**config.mk**
```make
export PLATFORM = sky130hd
export DESIGN_NAME = mainfsm
export DESIGN_NICKNAME = d
export VERILOG_FILES = /design/src/rtl/arm_ctrl_pkg.sv /design/src/rtl/mainfsm_flopr.sv /design/src/rtl/mainfsm.sv
export SDC_FILE = /design/constraint.sdc
export NUM_CORES = 1
export LEC_CHECK = 0
export ABC_CLOCK_PERIOD_IN_PS = 2500
export CAP_MARGIN = 20
export CORE_AREA = 2 2 39 41
export CTS_CLUSTER_SIZE = 28
export DETAILED_ROUTE_END_ITERATION = 8
export DIE_AREA = 0 0 41 43
export HOLD_SLACK_MARGIN = 0.08
export PLACE_DENSITY = 0.68
export SLEW_MARGIN = 20
export SYNTH_ARGS = -nofsm -noshare
export SYNTH_HDL_FRONTEND = slang
export SYNTH_SLANG_ARGS = --single-unit
```
**constraint.sdc**
```tcl
create_clock -name clk -period 2.5 [get_ports clk]
set_input_delay 0.5 -clock clk [delete_from_list [all_inputs] [get_ports clk]]
set_output_delay 0.5 -clock clk [all_outputs]
set_load 0.02 [all_outputs]
```
**src/rtl/arm_ctrl_pkg.sv**
```systemverilog
// Shared controller definitions: main FSM state codes and the datapath mux
// select encodings that both the controller and the datapath muxes decode.
package arm_ctrl_pkg;

    typedef enum logic [3:0] {
        S_FETCH    = 4'd0,
        S_DECODE   = 4'd1,
        S_MEMADR   = 4'd2,
        S_MEMRD    = 4'd3,
        S_MEMWB    = 4'd4,
        S_MEMWR    = 4'd5,
        S_EXECUTER = 4'd6,
        S_EXECUTEI = 4'd7,
        S_ALUWB    = 4'd8,
        S_BRANCH   = 4'd9,
        S_UNKNOWN  = 4'd10
    } state_e;

    localparam logic       ADR_PC        = 1'b0;
    localparam logic       ADR_RESULT    = 1'b1;

    localparam logic [1:0] SRCA_REG      = 2'b00;
    localparam logic [1:0] SRCA_PC       = 2'b01;

    localparam logic [1:0] SRCB_WD       = 2'b00;
    localparam logic [1:0] SRCB_IMM      = 2'b01;
    localparam logic [1:0] SRCB_FOUR     = 2'b10;

    localparam logic [1:0] RES_ALUOUT    = 2'b00;
    localparam logic [1:0] RES_DATA      = 2'b01;
    localparam logic [1:0] RES_ALURESULT = 2'b10;

    localparam logic [1:0] OP_DP  = 2'b00;
    localparam logic [1:0] OP_MEM = 2'b01;
    localparam logic [1:0] OP_BR  = 2'b10;

endpackage

```
**src/rtl/mainfsm_flopr.sv**
```systemverilog
// Resettable register with synchronous active-high reset to zero.
module mainfsm_flopr #(
    parameter int WIDTH = 4
) (
    input  logic             clk,
    input  logic             reset,
    input  logic [WIDTH-1:0] d,
    output logic [WIDTH-1:0] q
);

    always_ff @(posedge clk) begin
        if (reset) q <= '0;
        else       q <= d;
    end

endmodule

```
**src/rtl/mainfsm.sv**
```systemverilog
// Multicycle main control FSM for the single-memory ARM datapath.
// Moore outputs; write/update enables are held low while reset is high.
//
// state    | meaning
// ---------+----------------------------------------------
// FETCH    | read instr at PC, latch IR, PC <= PC + 4
// DECODE   | read registers, ALUResult = PC + 8
// MEMADR   | compute load/store address A + ExtImm
// MEMRD    | read data memory at computed address
// MEMWB    | write loaded data to register file
// MEMWR    | write register data to memory
// EXECUTER | ALU op with register operand B
// EXECUTEI | ALU op with immediate operand
// ALUWB    | write ALU result to register file
// BRANCH   | PC <= PC + 8 + offset (if condition holds)
// UNKNOWN  | illegal opcode, flagged for one cycle
module mainfsm
    import arm_ctrl_pkg::*;
(
    input  logic       clk,
    input  logic       reset,
    input  logic [1:0] Op,
    input  logic [5:0] Funct,
    output logic       IRWrite,
    output logic       AdrSrc,
    output logic [1:0] ALUSrcA,
    output logic [1:0] ALUSrcB,
    output logic [1:0] ResultSrc,
    output logic       NextPC,
    output logic       RegW,
    output logic       MemW,
    output logic       Branch,
    output logic       ALUOp,
    output logic       Illegal,
    output logic [3:0] State
);

    logic [3:0] state_q;
    logic [3:0] state_d;
    logic [3:0] state_eff;
    logic       unused_funct;

    logic       irwrite_raw;
    logic       nextpc_raw;
    logic       regw_raw;
    logic       memw_raw;
    logic       branch_raw;
    logic       illegal_raw;

    assign unused_funct = ^Funct[4:1];

    mainfsm_flopr #(.WIDTH(4)) u_state_reg (
        .clk   (clk),
        .reset (reset),
        .d     (state_d),
        .q     (state_q)
    );

    always_comb begin
        state_d = S_FETCH;
        case (state_q)
            S_FETCH:  state_d = S_DECODE;
            S_DECODE: begin
                case (Op)
                    OP_MEM:  state_d = S_MEMADR;
                    OP_DP:   state_d = Funct[5] ? S_EXECUTEI : S_EXECUTER;
                    OP_BR:   state_d = S_BRANCH;
                    default: state_d = S_UNKNOWN;
                endcase
            end
            S_MEMADR:   state_d = Funct[0] ? S_MEMRD : S_MEMWR;
            S_MEMRD:    state_d = S_MEMWB;
            S_EXECUTER: state_d = S_ALUWB;
            S_EXECUTEI: state_d = S_ALUWB;
            default:    state_d = S_FETCH;
        endcase
    end

    // During reset the register may not yet hold FETCH, so decode as if it does.
    assign state_eff = reset ? 4'(S_FETCH) : state_q;

    always_comb begin
        irwrite_raw = 1'b0;
        AdrSrc      = ADR_PC;
        ALUSrcA     = SRCA_REG;
        ALUSrcB     = SRCB_WD;
        ResultSrc   = RES_ALUOUT;
        nextpc_raw  = 1'b0;
        regw_raw    = 1'b0;
        memw_raw    = 1'b0;
        branch_raw  = 1'b0;
        ALUOp       = 1'b0;
        illegal_raw = 1'b0;
        case (state_eff)
            S_FETCH: begin
                AdrSrc      = ADR_PC;
                ALUSrcA     = SRCA_PC;
                ALUSrcB     = SRCB_FOUR;
                ResultSrc   = RES_ALURESULT;
                irwrite_raw = 1'b1;
                nextpc_raw  = 1'b1;
            end
            S_DECODE: begin
                ALUSrcA   = SRCA_PC;
                ALUSrcB   = SRCB_FOUR;
                ResultSrc = RES_ALURESULT;
            end
            S_MEMADR: begin
                ALUSrcA = SRCA_REG;
                ALUSrcB = SRCB_IMM;
            end
            S_MEMRD: begin
                AdrSrc    = ADR_RESULT;
                ResultSrc = RES_ALUOUT;
            end
            S_MEMWB: begin
                ResultSrc = RES_DATA;
                regw_raw  = 1'b1;
            end
            S_MEMWR: begin
                AdrSrc    = ADR_RESULT;
                ResultSrc = RES_ALUOUT;
                memw_raw  = 1'b1;
            end
            S_EXECUTER: begin
                ALUSrcB = SRCB_WD;
                ALUOp   = 1'b1;
            end
            S_EXECUTEI: begin
                ALUSrcB = SRCB_IMM;
                ALUOp   = 1'b1;
            end
            S_ALUWB: begin
                ResultSrc = RES_ALUOUT;
                regw_raw  = 1'b1;
            end
            S_BRANCH: begin
                ALUSrcB    = SRCB_IMM;
                ResultSrc  = RES_ALURESULT;
                branch_raw = 1'b1;
            end
            default: illegal_raw = 1'b1;
        endcase
    end

    assign IRWrite = irwrite_raw & ~reset;
    assign NextPC  = nextpc_raw  & ~reset;
    assign RegW    = regw_raw    & ~reset;
    assign MemW    = memw_raw    & ~reset;
    assign Branch  = branch_raw  & ~reset;
    assign Illegal = illegal_raw & ~reset;
    assign State   = state_eff;

endmodule

```
**Word level (Yosys, flattened, before mapping)**

Index checks and enable logic that the tools add are counted.

- Mux-type cells: 15
- Reduce and logical (&&, ||, !) cells: 11
- Equal/unequal tests: 16
- Bitwise gates (word level): 6

Operators with widths:

| cell | count |
|---|---|
| 4-bit by 3-bit == test with 1-bit output (second input constant) | 6 |
| 4-bit one-hot mux with 5 select lines | 1 |
| 4-bit by 2-bit == test with 1-bit output (second input constant) | 4 |
| 4-bit one-hot mux with 3 select lines | 1 |
| 10-bit OR reduction | 1 |
| 2-bit OR reduction | 5 |
| 1-bit 2-to-1 mux | 9 |
| 4-bit by 1-bit == test with 1-bit output (second input constant) | 2 |
| 4-bit == test (second input constant) | 2 |
| 4-bit logical NOT | 2 |
| 2-bit one-hot mux with 2 select lines | 2 |
| 3-bit OR reduction | 2 |
| 1-bit AND | 5 |
| 4-bit 2-to-1 mux | 1 |
| 3-bit 2-to-1 mux | 1 |
| 2-bit by 1-bit == test with 1-bit output (second input constant) | 1 |
| 2-bit == test (second input constant) | 1 |
| 2-bit logical NOT | 1 |
| 1-bit inverter | 1 |

- Bits of input ports: 10
- Register bits: 4
- Logic and storage cells: 49
- Output and inout bits: 18

**Depth between registers and ports, before layout**

- Depth after elaboration: 5
- Gate-level depth with buffers: 4
- Gate-level depth less buffers: 3

**Hierarchy**

From an unflattened synthesis, not the netlist that was laid out.

- Cells, all modules: 60
- Area, all modules: 421.7 µm²

By module, submodules not included:

| module | area an instance (µm²) | cells each | instances | seq. area each (µm²) |
|---|---|---|---|---|
| mainfsm | 316.6 | 52 | 1 | 0.0 |
| mainfsm_flopr | 105.1 | 8 | 1 | 80.1 |

**Least setup slack after synthesis**

OpenSTA, ideal clock, no wires.

- Path type: input to output
- Start: in reset
- End: out NextPC
- Arrival: 1411 ps
- Required time: 2000 ps
- Slack: 589 ps
- Stages: 3
- Path through: or3_4 -> nor3_2 -> buf_4

- Cells in the longest elaborated chain, start to end: 4
- Elaborated cells between the ends (all ways): 5
- Classes of those cells: mux: 2; bitwise: 2; reduce/logical: 1

RTL lines:

| what | line | text |
|---|---|---|
| start: declaration | mainfsm.sv:21 | `input logic reset,` |
| 4-bit 2-to-1 mux | mainfsm.sv:80 | `assign state_eff = reset ? 4'(S_FETCH) : state_q;` |
| 4-bit logical NOT | n/a |  |
| 1-bit 2-to-1 mux | n/a |  |
| 1-bit AND (*) | n/a |  |
| end: declaration | mainfsm.sv:29 | `output logic NextPC,` |

Every way passes the cells marked *; elsewhere a longest branch is shown, timed or not.

**Worst setup path in the final report**

- Start: in reset
- End: out RegW

- Cells in the longest elaborated chain, start to end: 5
- Elaborated cells between the ends (all ways): 7
- Classes of those cells: eq/ne: 2; mux: 2; bitwise: 2; reduce/logical: 1

RTL lines:

| what | line | text |
|---|---|---|
| 4-bit 2-to-1 mux | mainfsm.sv:80 |  |
| 4-bit == test / 4-bit by 3-bit == test with 1-bit output (equally long branches) | mainfsm.sv:94 | `case (state_eff)` |
| 2-bit OR reduction (no source line) | n/a |  |
| 1-bit 2-to-1 mux | mainfsm.sv:94 |  |
| 1-bit AND (*) | mainfsm.sv:148 | `assign RegW = regw_raw & ~reset;` |
| end: declaration | mainfsm.sv:30 | `output logic RegW,` |

Marked as above.

==> flow_metrics.env <==
export IMPL_timing_final_crit_share_pct=97.1
export IMPL_netlist_top_cells_area="sky130_fd_sc_hd__dfxtp_1 22%, sky130_fd_sc_hd__nor3_2 8.1%, sky130_fd_sc_hd__nor2_1 8.1%"
export IMPL_synthesis_area_per_instance_um2=7.41
export IMPL_grt_util_met3_pct=2.09
export IMPL_fp_coreArea_um2=1380
export IMPL_track_usage_pct=10.4
export IMPL_outcome="finished clean"
export IMPL_route_detailed_drc=0
export IMPL_crit_reg2reg_capture="u_state_reg.q[1]$_SDFF_PP0_"
export IMPL_grt_ovfl_total=0
export IMPL_finalSetupTns_ps=0
export IMPL_max_vdd_ir_drop_uv=281
export IMPL_timing_critical_path_required_ps=2000
export IMPL_register_to_register_setup_slack_ps=1380
export IMPL_max_freq_mhz=412
export IMPL_synth_nets=60
export IMPL_die_x_um=41
export IMPL_grt_setup_unrepaired="no"
export IMPL_slew_viol_final=0
export IMPL_synth_cell_type_count=25
export IMPL_timing_critical_path_fanout_max=7
export IMPL_num_io_pins=28
export IMPL_grt_max_degree=15
export IMPL_floorplan_die_area_um2=1760
export IMPL_worst_r2r_startpoint="u_state_reg.q[1]$_SDFF_PP0_"
export IMPL_gr_usage_met1_pct=13.2
export IMPL_ctsRootBufferMaster="sky130_fd_sc_hd__clkbuf_4"
export IMPL_largest_register_ffs=4
export IMPL_detail_route_antenna_nets=0
export IMPL_period_minus_slack_ps=2430
export IMPL_initial_utilization_pct=26.8
export IMPL_via_per_inst=4.46
export IMPL_netlist_area_leader_share_pct=21.6
export IMPL_synth_cell_area_um2=370
export IMPL_global_route_peak_usage_layer="met2"
export IMPL_grtUsageMet2_pct=15.6
export IMPL_cts_hold_buffers=0
export IMPL_holdPathEnd="u_state_reg.q[0]$_SDFF_PP0_"
export IMPL_holdCritPathClass="reg2reg"
export IMPL_skew_ps=4.03
export IMPL_synthesis_instances=50
export IMPL_ff2ff_path_depth=3
export IMPL_worst_skew_pair_late_latency_ps=230
export IMPL_clock_path_buffers=2
export IMPL_power_per_cell_area_nw_per_um2=445
export IMPL_drtIter0Drc=6
export IMPL_antenna_diode_count=0
export IMPL_placementRows=14
export IMPL_criticalPathCategory="in2out"
export IMPL_power_leakage_nw=0.300
export IMPL_route_vias_total=397
export IMPL_setup_violations_final=0
export IMPL_die_height_um=43
export IMPL_tritoncts_num_buffers=3
export IMPL_number_of_antenna_violations_at_the_first_check_in_global_routing=0
export IMPL_fill_cells=160
export IMPL_worstHoldPathCells=1
export IMPL_nNetsFinal=85
export IMPL_cts_setup_buffers=0
export IMPL_tritoncts="done"
export IMPL_postLayoutSetupSlackWorst_ps=73.0
export IMPL_largestRegisters="u_state_reg.q (4)"
export IMPL_routed_wl_um=841
export IMPL_ys_ff_latch=4
export IMPL_ys_warn_count=0
export IMPL_end_kind="output port"
export IMPL_hold_violations=0
export IMPL_synth_yosys_seq_area_share_pct=21.6
export IMPL_worstSetupStartpointType="primary input"
export IMPL_drive_above_1_share_pct=16.4
export IMPL_drtPass1Iterations=4
export IMPL_cts_reportedPaths_clkPinSlew_ps=30
export IMPL_grt_pass1_wl_um=1280
export IMPL_cts_htree_levels=1
export IMPL_area_delta_synth_final_pct=62.8
export IMPL_io_buffer_count=22
export IMPL_avgRoutedWirePerCell_um=9.45
export IMPL_max_flop_register="u_state_reg.q"
export IMPL_dp_worst_setup_slack_ps=-199
export IMPL_hpwlAfterDp_um=682
export IMPL_max_cap_viol_count=0
export IMPL_number_of_global_route_vias_before_repair=318
export IMPL_cts_sinks=4
export IMPL_synth_largest_area_cell="sky130_fd_sc_hd__dfxtp_1"
export IMPL_crit_arrival_ps=1930
export IMPL_hold_path_startpoint="u_state_reg.q[0]$_SDFF_PP0_"
export IMPL_routabilityCongestion=0.688
-- cells in the final DEF, fill, tap and decap left out, types with 2 or more instances in the layout --
cell type,n
sky130_fd_sc_hd__dfxtp_1,4
sky130_fd_sc_hd__and3_1,2
sky130_fd_sc_hd__xnor2_1,2
sky130_fd_sc_hd__a21oi_1,2
sky130_fd_sc_hd__nor3_2,3
sky130_fd_sc_hd__dlygate4sd2_1,12
sky130_fd_sc_hd__nand2_1,3
sky130_fd_sc_hd__buf_4,3
sky130_fd_sc_hd__and2b_1,3
sky130_fd_sc_hd__clkdlybuf4s50_1,9
sky130_fd_sc_hd__nor2_1,8
sky130_fd_sc_hd__clkbuf_4,3
sky130_fd_sc_hd__nor3_1,3
sky130_fd_sc_hd__nand2b_1,2
-- worst max path at each step --
| stage | from | to | slack (ps) | cells after the start |
|---|---|---|---|---|
| 5_1_grt | reset | ALUSrcB[0] | 30 | 5 |
| 6_report | reset | RegW | 70 | 3 |
| 3_5_place_dp | reset | ALUSrcB[0] | -200 | 5 |
| 4_1_cts | reset | Illegal | 30 | 4 |
| 3_3_place_gp | reset | ALUSrcB[0] | -180 | 5 |
| 2_1_floorplan | reset | NextPC | 590 | 3 |
-- power by group --
group / switching [W] / internal [W]
Sequential: 0.0000171 / 0.0000702
Combinational: 0.0000517 / 0.0000513
Clock: 0.0000244 / 0.0000536
-- per-layer routing --
metal | share of wire, % | vias to the layer above
li1 | - | 212
met1 | 46 | 163
met2 | 43 | 22
met3 | 11 | 0
met4 | 0 | 0
met5 | 0 | -
-- through the flow --
| stage | instance area (µm²) | power [W] | hold WS, ps | instances | utilization (%) |
|---|---|---|---|---|---|
| floorplan | 370 | 0.000158 | 494 | 50 | - |
| global placement | 591 | 0.000201 | 597 | 86 | 42.7 |
| detailed placement | 591 | 0.000202 | 609 | 86 | 42.7 |
| CTS | 601 | 0.000275 | 615 | 89 | 43.4 |
| global route | 603 | 0.000289 | 658 | 89 | 43.6 |
| finish | 603 | 0.000268 | 605 | 89 | 43.6 |
-- area by class of cell --
class / count / area, µm² / share of cell area [%]
multi-input combinational: 40 / 246 / 40.9
timing repair buffer: 25 / 230 / 38.2
clock buffer: 3 / 22.5 / 3.73
sequential: 4 / 80.1 / 13.3
inverter: 1 / 3.75 / 0.622
tap: 16 / 20.0 / 3.32
-- cells by family after synthesis --
| group | after synthesis | synth area share [%] |
|---|---|---|
| buffers and inverters | 6 | 12.5 |
| flip-flops | 4 | 21.6 |
| AND/OR/NAND/NOR | 29 | 45.6 |
| XOR/XNOR | 3 | 7.10 |
| other | 1 | 1.01 |
| AO/OA/AOI/OAI | 7 | 12.2 |
-- timing repair --
action | in CTS | in global routing
setup endpoints to repair | 12 | 1
gates resized for setup | 13 | 1
cloned | 0 | 0
-- synth_stat cells, drive strengths merged --
cell type,count
nor2,8
nor3,6
buf,5
dfxtp,4
and2b,3
nand2,3
nand2b,3
a21oi,2
and3,2
o21ai,2
xnor2,2
a21boi,1
a31o,1
conb,1
inv,1
nand3,1
nor2b,1
nor4,1
o22a,1
or3,1
xor2,1
-- critical path, stage by stage --
cell	delay, ps
sky130_fd_sc_hd__clkdlybuf4s50_1	480
sky130_fd_sc_hd__nor4_1	290
sky130_fd_sc_hd__clkdlybuf4s50_1	650
Power figures use the tool's default switching activity.
